--- config.mk ---
export PLATFORM = sky130hd
export DESIGN_NAME = div_seq
export DESIGN_NICKNAME = d
export VERILOG_FILES = /design/src/rtl/div_pkg.sv /design/src/rtl/div_sign_fix.sv /design/src/rtl/div_seq.sv
export SDC_FILE = /design/constraint.sdc
export NUM_CORES = 1
export LEC_CHECK = 0
export CAP_MARGIN = 20
export CORE_ASPECT_RATIO = 0.6
export CORE_UTILIZATION = 45
export DETAILED_ROUTE_END_ITERATION = 8
export MAX_ROUTING_LAYER = met4
export PLACE_DENSITY = 0.79
export SETUP_SLACK_MARGIN = 0.05
export SYNTH_ARGS = -nofsm -noshare
export SYNTH_HDL_FRONTEND = slang
export SYNTH_SLANG_ARGS = --single-unit
--- constraint.sdc ---
create_clock -name clock -period 2.7 [get_ports clock]
set_input_delay 0.54 -clock clock [delete_from_list [all_inputs] [get_ports clock]]
set_output_delay 0.54 -clock clock [all_outputs]
set_load 0.05 [all_outputs]
--- src/rtl/div_pkg.sv ---
// rtl/div_pkg.sv - shared types and constants for the divide sequencer
package div_pkg;

    typedef enum logic [2:0] {
        IDLE,
        START,
        WAIT,
        DONE,
        DRAIN
    } state_t;

    localparam int          DIV_ITERS = 32;
    localparam logic [31:0] DIV0_QUOT = 32'hFFFF_FFFF;

endpackage

--- src/rtl/div_sign_fix.sv ---
// rtl/div_sign_fix.sv - conditional two's-complement negate
module div_sign_fix #(
    parameter int WIDTH = 32
) (
    input  logic             neg,
    input  logic [WIDTH-1:0] a,
    output logic [WIDTH-1:0] y
);

    assign y = neg ? (~a + 1'b1) : a;

endmodule

--- src/rtl/div_seq.sv ---
// rtl/div_seq.sv - DIV/DIVU sequencer around a 32-iteration unsigned divider
module div_seq
    import div_pkg::*;
#(
    parameter int WIDTH = 32
) (
    input  logic             clock,
    input  logic             reset,
    input  logic             req,
    input  logic             is_signed,
    input  logic [WIDTH-1:0] rs,
    input  logic [WIDTH-1:0] rt,
    input  logic             flush,
    output logic             busy,
    output logic             done,
    output logic [WIDTH-1:0] hi,
    output logic [WIDTH-1:0] lo,
    output logic             div_start,
    output logic [WIDTH-1:0] div_dividend,
    output logic [WIDTH-1:0] div_divisor,
    input  logic             div_over,
    input  logic [WIDTH-1:0] div_q,
    input  logic [WIDTH-1:0] div_r
);

    state_t           state;
    state_t           state_next;
    logic             neg_q;
    logic             neg_r;
    logic [WIDTH-1:0] mag_rs;
    logic [WIDTH-1:0] mag_rt;
    logic [WIDTH-1:0] q_fix;
    logic [WIDTH-1:0] r_fix;
    logic [WIDTH-1:0] dividend_reg;
    logic [WIDTH-1:0] divisor_reg;
    logic             accept;

    div_sign_fix #(.WIDTH(WIDTH)) u_abs_rs (
        .neg (is_signed & rs[WIDTH-1]),
        .a   (rs),
        .y   (mag_rs)
    );

    div_sign_fix #(.WIDTH(WIDTH)) u_abs_rt (
        .neg (is_signed & rt[WIDTH-1]),
        .a   (rt),
        .y   (mag_rt)
    );

    div_sign_fix #(.WIDTH(WIDTH)) u_fix_q (
        .neg (neg_q),
        .a   (div_q),
        .y   (q_fix)
    );

    div_sign_fix #(.WIDTH(WIDTH)) u_fix_r (
        .neg (neg_r),
        .a   (div_r),
        .y   (r_fix)
    );

    // A flush in IDLE suppresses the request for that cycle.
    assign accept = (state == IDLE) && req && !flush;

    always_comb begin
        state_next = state;
        case (state)
            IDLE: begin
                if (accept) begin
                    state_next = (rt == '0) ? DONE : START;
                end
            end
            START: state_next = flush ? DRAIN : WAIT;
            WAIT: begin
                // A flush coinciding with div_over has nothing left to drain.
                if (flush) begin
                    state_next = div_over ? IDLE : DRAIN;
                end else if (div_over) begin
                    state_next = DONE;
                end
            end
            DONE:  state_next = IDLE;
            DRAIN: begin
                if (div_over) begin
                    state_next = IDLE;
                end
            end
            default: state_next = IDLE;
        endcase
    end

    always_ff @(posedge clock or negedge reset) begin
        if (!reset) begin
            state        <= IDLE;
            neg_q        <= 1'b0;
            neg_r        <= 1'b0;
            hi           <= '0;
            lo           <= '0;
            dividend_reg <= '0;
            divisor_reg  <= '0;
        end else begin
            state <= state_next;
            if (accept) begin
                if (rt == '0) begin
                    hi <= rs;
                    lo <= DIV0_QUOT[WIDTH-1:0];
                end else begin
                    dividend_reg <= mag_rs;
                    divisor_reg  <= mag_rt;
                    neg_q        <= is_signed & (rs[WIDTH-1] ^ rt[WIDTH-1]);
                    neg_r        <= is_signed & rs[WIDTH-1];
                end
            end
            if ((state == WAIT) && div_over && !flush) begin
                lo <= q_fix;
                hi <= r_fix;
            end
        end
    end

    assign busy         = (state != IDLE);
    assign done         = (state == DONE) && !flush;
    assign div_start    = (state == START);
    assign div_dividend = dividend_reg;
    assign div_divisor  = divisor_reg;

endmodule
==> qor.txt, run 1 <==
outcome -> finished, final reports clean
total number of vias -> 8,627
Worst Hold Margin -> 34.3 ps
IO buf count -> 264
DRT iter0 DRCs -> 892
Ys Warns -> 0
total global routing overflow -> 0
Final Cycle Share -> 97.2%
WS Path Type -> primary input to flip-flop
sequential power share -> 26.3%
Initial Util -> 46.9%
TritonCTS clock tree -> yes
DRC Markers -> 0
syn_area_per_cell -> 8.78 µm²
arrival time at the worst endpoint -> 2910 ps
Seq/Total Area, Yosys -> 42.9%
# nets final -> 1,428
Crit path required time -> 2980 ps
Synth Instances -> 884
Core Region -> 0.0165 mm²
Yosys reg bits -> 133
ys flop type -> dfrtp_1
synthesized cell area -> 0.00776 mm²
antenna-violating nets left -> 0
delay-heaviest family, CP -> simple AND/OR/NAND/NOR gates
RSZ-0062 raised after global routing -> yes
first-pass iteration count of the detailed router -> 6
syn_nets -> 1,022
vias in the first global route -> 8,242
crit path cell chain -> clkdlybuf4s50_1, or4_4, or3b_4, or4b_4, buf_4, o21ai_2, xor2_1, a21oi_1
Psw -> 5.57 mW
Synth cell types -> 55
setup tns final -> 0 ps
P per Cell Area -> 973 mW/mm²
clk_skew -> 8.16 ps
first-pass GRT wire length -> 44,700 µm
max-slew violations -> 0
RePlAce Congestion -> 0.978
Period minus WS final -> 2620 ps
share of cells above drive strength 1 -> 18.4%
HP Class -> primary input to asynchronous set/reset pin
initial antenna violation count -> 0
Overall Global Routing Usage -> 33.5%
crit end category -> flip-flop
Final Worst Setup Slack -> 76.6 ps
Die Footprint -> 0.0178 mm²
Comb pwr share -> 52.1%
root buf cell -> clkbuf_16
VDD IR max -> 0.000530 V
diode count -> 0
clk buf depth -> 2
# H-tree levels -> 4
Worst-Skew Late Latency -> 410 ps
Area growth syn-to-layout -> 64.0%
# IOs -> 265
Worst Path Buf+Inv -> 2
Placement Setup Slack -> -493 ps
cell internal pwr -> 6.80 mW
CP max stage cell -> or4b_4
Clk pwr share -> 21.6%
worst-margin pin slew -> 639 ps
vias per cell -> 5.64
CP max stage delay -> 590 ps
Routed WL per cell -> 18.9 µm
TritonCTS buffer count -> 17
Post-synth EDFFs -> 0
final setup fails -> 0
Routed Wire Length -> 28,900 µm
die span in y -> 104 µm
max-cap violations -> 0
Final Hold Fails -> 0
# fillers -> 1,097
largest net degree at the start of global routing -> 62
CTS clk-pin slew, worst paths -> 60 ps
fmax -> 381 MHz
crit path launch type -> primary input
Net Sw Frac -> 45.0%
CP max FO -> 3
row cnt -> 36
fraction of registers with async set/reset -> 100%
Num Clock Sinks -> 133
Leakage -> 5.29 nW
max_slew headroom -> 57.3%
Die W -> 172 µm
Final HPWL DP -> 22,100 µm
## cell usage after synthesis, types with 2 or more instances
cell type	n	share of area (%)
a21oi_1	105	6.8
a31oi_1	18	1.5
and2_1	3	0.24
and3_1	9	0.73
buf_1	7	0.34
buf_2	3	0.19
clkbuf_1	37	1.8
dfrtp_1	133	43
ha_1	4	0.65
inv_1	13	0.63
mux2_2	3	0.44
mux2i_1	9	1.2
nand2_1	63	3.0
nand2b_1	4	0.32
nand3_1	33	2.1
nor2_1	129	6.2
nor2b_1	5	0.40
nor3_1	16	1.0
nor3b_1	2	0.19
nor4_1	11	0.89
o211ai_1	12	1.2
o21ai_0	44	2.8
o22a_1	3	0.34
o31ai_1	22	2.1
o31ai_2	3	0.48
o41ai_1	16	1.8
or2_2	2	0.16
or3_1	13	1.0
or4_1	15	1.5
or4_4	4	0.58
xnor2_1	50	5.6
xor2_1	70	7.9
## logic make-up (layout without fill, tap and decap cells)
| logic type | after synthesis | after routing | synth area share (%) |
|---|---|---|---|
| simple gates | 321 | 321 | 19.9 |
| compound gates | 233 | 233 | 18.4 |
| flops | 133 | 133 | 42.9 |
| xor+xnor | 120 | 120 | 13.5 |
| buf+inv | 61 | 479 | 3.00 |
| mux | 12 | 12 | 1.60 |
| fa+ha+maj | 4 | 4 | 0.645 |
## layout by cell type, fill, tap and decap left out, types with 10 or more instances in the layout
| cell type | count |
|---|---|
| o21ai_0 | 42 |
| clkdlybuf4s50_1 | 252 |
| dfrtp_1 | 133 |
| or4_1 | 13 |
| o41ai_1 | 12 |
| or3_1 | 12 |
| nor4_1 | 10 |
| a21oi_1 | 105 |
| nand2_1 | 63 |
| nor3_1 | 16 |
| xnor2_1 | 50 |
| xor2_1 | 70 |
| o211ai_1 | 12 |
| clkbuf_16 | 17 |
| nor2_1 | 128 |
| o31ai_1 | 20 |
| a31oi_1 | 17 |
| inv_1 | 13 |
| nand3_1 | 31 |
| buf_4 | 161 |
## sequential cells by signal, indices dropped and copies added, names as in the netlist
name / flops
div_dividend: 32
neg_r: 1
lo: 32
neg_q: 1
hi: 32
div_divisor: 32
state: 3
## per-stage QoR
| stage | cell area, µm² | power (mW) | util [%] | std cells |
|---|---|---|---|---|
| after floorplan | 7760 | 7.10 | - | 884 |
| after global placement | 11900 | 9.51 | 71.9 | 1495 |
| after detailed placement | 11900 | 9.62 | 71.9 | 1495 |
| after CTS | 12600 | 12.3 | 76.5 | 1530 |
| after global routing | 12700 | 12.9 | 76.9 | 1530 |
| final | 12700 | 12.4 | 76.9 | 1530 |
## cell type report
| type | count | area (µm²) | area share (%) |
|---|---|---|---|
| multi-input cells | 690 | 4350 | 34.2 |
| repair buffers | 434 | 4030 | 31.7 |
| flip-flops and latches | 133 | 3330 | 26.2 |
| clock buffers | 19 | 453 | 3.56 |
| well taps | 228 | 285 | 2.24 |
| clock inverters | 12 | 225 | 1.77 |
| inverters | 14 | 52.6 | 0.413 |
## per-layer routing
layer	share of wire, %	vias to the layer above	track usage [%]
li1	-	3963	-
met1	44	4134	47.1
met2	44	489	49.9
met3	9.6	41	6.19
met4	1.7	0	8.10
met5	0	-	-
## power groups by stage
stage	Clock (mW)	Sequential [mW]	Combinational, mW
2_1_floorplan	0	5.75	1.35
3_3_place_gp	0	3.23	6.28
3_5_place_dp	0	3.25	6.37
4_1_cts	2.69	3.24	6.42
5_1_grt	2.79	3.32	6.75
6_report	2.67	3.25	6.45
## what timing repair did
| item | CTS | global route |
|---|---|---|
| gates resized for setup | 21 | 11 |
| pin swaps | 11 | 11 |
| hold buffers | 0 | 0 |
| buffers inserted | 4 | 0 |
| endpoints found under the setup margin | 13 | 21 |
| cloned | 0 | 0 |
| hold endpoints to repair | 0 | 0 |
## worst paths after layout
check / start / endpoint / slack (ps) / cells past startpoint
min in group clock: div_dividend[0] / div_dividend[0] / 510 / 1
min reg2reg: div_dividend[0] / div_dividend[0] / 510 / 1
max: div_q[10] / lo[24] / 80 / 8
min: reset / div_divisor[19] / 30 / 1
max in group asynchronous: reset / lo[6] / 1850 / 2
max reg2reg: state[0] / lo[12] / 460 / 8
Power figures use the tool's default switching activity.
==> inputs of run 2 (changes only) <==
Settings changed: CORE_MARGIN from default to 8, GPL_TIMING_DRIVEN from default to 1.
==> qor.txt, run 2 (synthesis results as in run 1) <==
initial antenna violation count -> 1 (+1)
placed insts -> 1,500 (+0.33%)
CP max stage cell -> or4_4
final setup fails -> 0 (unchanged)
WS Path Type -> primary input to flip-flop
met2 wire length -> 13,900 µm (+7.7%)
CP max FO -> 8 (+5)
max_slew headroom -> 60.5% (+3.1 points)
Die W -> 186 µm (+8.2%)
total number of vias -> 8,547 (-0.93%)
Routed Wire Length -> 30,800 µm (+6.5%)
Net Sw Frac -> 45.8% (+0.81 points)
HP Class -> primary input to asynchronous set/reset pin
outcome -> finished, final reports clean
# nets final -> 1,429 (+0.070%)
first-pass GRT wire length -> 48,100 µm (+7.6%)
RePlAce Congestion -> 1.02 (+4.6%)
VDD IR max -> 0.000555 V (+4.6%)
Final HPWL DP -> 23,800 µm (+7.6%)
Worst-Skew Late Latency -> 420 ps (about the same)
# H-tree levels -> 4 (unchanged)
P per Cell Area -> 967 mW/mm² (-0.60%)
clk buf depth -> 2 (unchanged)
sequential power share -> 26.3% (about the same)
total global routing overflow -> 0 (unchanged)
Area growth syn-to-layout -> 63.7%
met1 WL -> 13,300 µm (+4.2%)
crit path launch type -> primary input
# IOs -> 265 (unchanged)
Die Footprint -> 0.0218 mm² (+23%)
arrival time at the worst endpoint -> 2930 ps (+20 ps)
first-pass iteration count of the detailed router -> 5 (-1)
Comb pwr share -> 53.1% (+1.0 points)
TritonCTS buffer count -> 17 (unchanged)
met3 wire len -> 2860 µm (+3.0%)
Levels on crit path -> 9 (+1)
vias per cell -> 5.56 (-1.4%)
post-route insts no fill -> 1,538 (+0.52%)
share of cells above drive strength 1 -> 18.3% (about the same)
Overall Global Routing Usage -> 28.6% (-4.9 points)
DRC Markers -> 0 (unchanged)
crit path cell chain -> dlygate4sd2_1, or3_4, or4_4, or4_4, buf_12, buf_4, o21ai_2, xor2_1, o211ai_1
TritonCTS clock tree -> yes
# hold bufs at CTS -> 0 (unchanged)
CTS clk-pin slew, worst paths -> 70 ps (about the same)
Final Cycle Share -> 98.0% (+0.80 points)
fmax -> 378 MHz (-0.82%)
highest metal used -> met4
Psw -> 5.63 mW (+1.0%)
die span in y -> 118 µm (+14%)
Core Region -> 0.0170 mm² (+2.8%)
crit end category -> flip-flop
IO buf count -> 264 (unchanged)
worst reg-to-reg path cell count -> 8 (unchanged)
Initial Util -> 45.7% (-1.3 points)
Routed WL per cell -> 20.0 µm (+5.9%)
RSZ-0062 raised after global routing -> no
Final Hold Fails -> 0 (unchanged)
Worst Path Buf+Inv -> 3 (+1)
setup tns final -> 0 ps (unchanged)
clk_skew -> 10.9 ps (+2.70 ps)
most frequent cells in the layout -> clkdlybuf4s50_1 (252), buf_4 (160), dfrtp_1 (133), nor2_1 (128), a21oi_1 (105)
root buf cell -> clkbuf_16
max-cap violations -> 0 (unchanged)
Crit path required time -> 2990 ps (about the same)
Leakage -> 5.28 nW (-0.20%)
most common cell after layout, fill and taps aside -> clkdlybuf4s50_1
Clk pwr share -> 20.6% (-1.0 points)
CP max stage delay -> 570 ps (-20 ps)
row cnt -> 37 (+2.8%)
Num Clock Sinks -> 133 (unchanged)
DRT iter0 DRCs -> 930 (+4.3%)
delay-heaviest family, CP -> simple AND/OR/NAND/NOR gates
Period minus WS final -> 2650 ps (+21.6 ps)
# fillers -> 1,254 (+14%)
vias in the first global route -> 8,631 (+4.7%)
CP dominant cell by count -> or4_4
max-slew violations -> 0 (unchanged)
Final Core Density -> 74.7% (-2.2 points)
cell internal pwr -> 6.65 mW (-2.2%)
worst-margin pin slew -> 591 ps (-47.5 ps)
antenna-violating nets left -> 0 (unchanged)
largest net degree at the start of global routing -> 68 (+9.7%)
## run 2: path summary, 6_finish.rpt
kind	from	endpoint	slack, ps
max in group asynchronous	reset	div_divisor[9]	1970
min in group clock	lo[23]	lo[23]	510
hold / removal	reset	div_divisor[21]	10
setup / recovery	div_r[10]	hi[22]	50
setup reg to reg	state[1]	lo[20]	390
hold reg to reg	lo[23]	lo[23]	510
## run 2: worst register-to-register path, cell delays in order (launching register included)
cell,delay (ps)
dfrtp_1,460
or3_1,440
nand2b_1,280
nand4b_1,240
buf_4,220
nand2_1,130
buf_12,200
nor2_1,70
a21oi_1,170
## run 2: power by group through the flow
stage          Sequential [mW]  Clock [mW]  Combinational, mW
5_1_grt                   3.31        2.65               6.82
3_3_place_gp              3.23           0               6.33
4_1_cts                   3.25        2.55               6.48
2_1_floorplan             5.75           0               1.35
3_5_place_dp              3.26           0               6.44
6_report                  3.23        2.53               6.51
## run 2: final cells by class
cell class	count	area, µm²	area share (%)
repair buffers	435	4080	32.1
flip-flops and latches	133	3330	26.2
well taps	234	293	2.31
diodes	1	2.50	0.0197
clock inverters	11	174	1.37
clock buffers	20	467	3.68
inverters	14	52.6	0.414
multi-input cells	690	4300	33.9
## run 2: what timing repair did
action / 4_1_cts / 5_1_grt
endpoints found under the setup margin: 13 / 26
pin swaps: 10 / 10
gates resized for setup: 21 / 8
setup buffers: 3 / 2
## run 2: through the flow
step	area [µm²]	hold slack [ps]	total power, mW	setup WS (ps)
finish	12700	14.4	12.3	55.0
global route	12700	31.1	12.8	33.5
CTS	12600	20.9	12.3	52.7
detailed placement	11900	459	9.70	-473
global placement	11900	454	9.57	-419
floorplan	7760	244	7.10	75.8
## run 2: per-layer routing
| layer | vias to the layer above | global-route usage (%) |
|---|---|---|
| met1 | 4109 | 37.4 |
| met5 | - | - |
| met2 | 418 | 43.0 |
| li1 | 3959 | - |
| met4 | 0 | 7.87 |
| met3 | 61 | 7.74 |
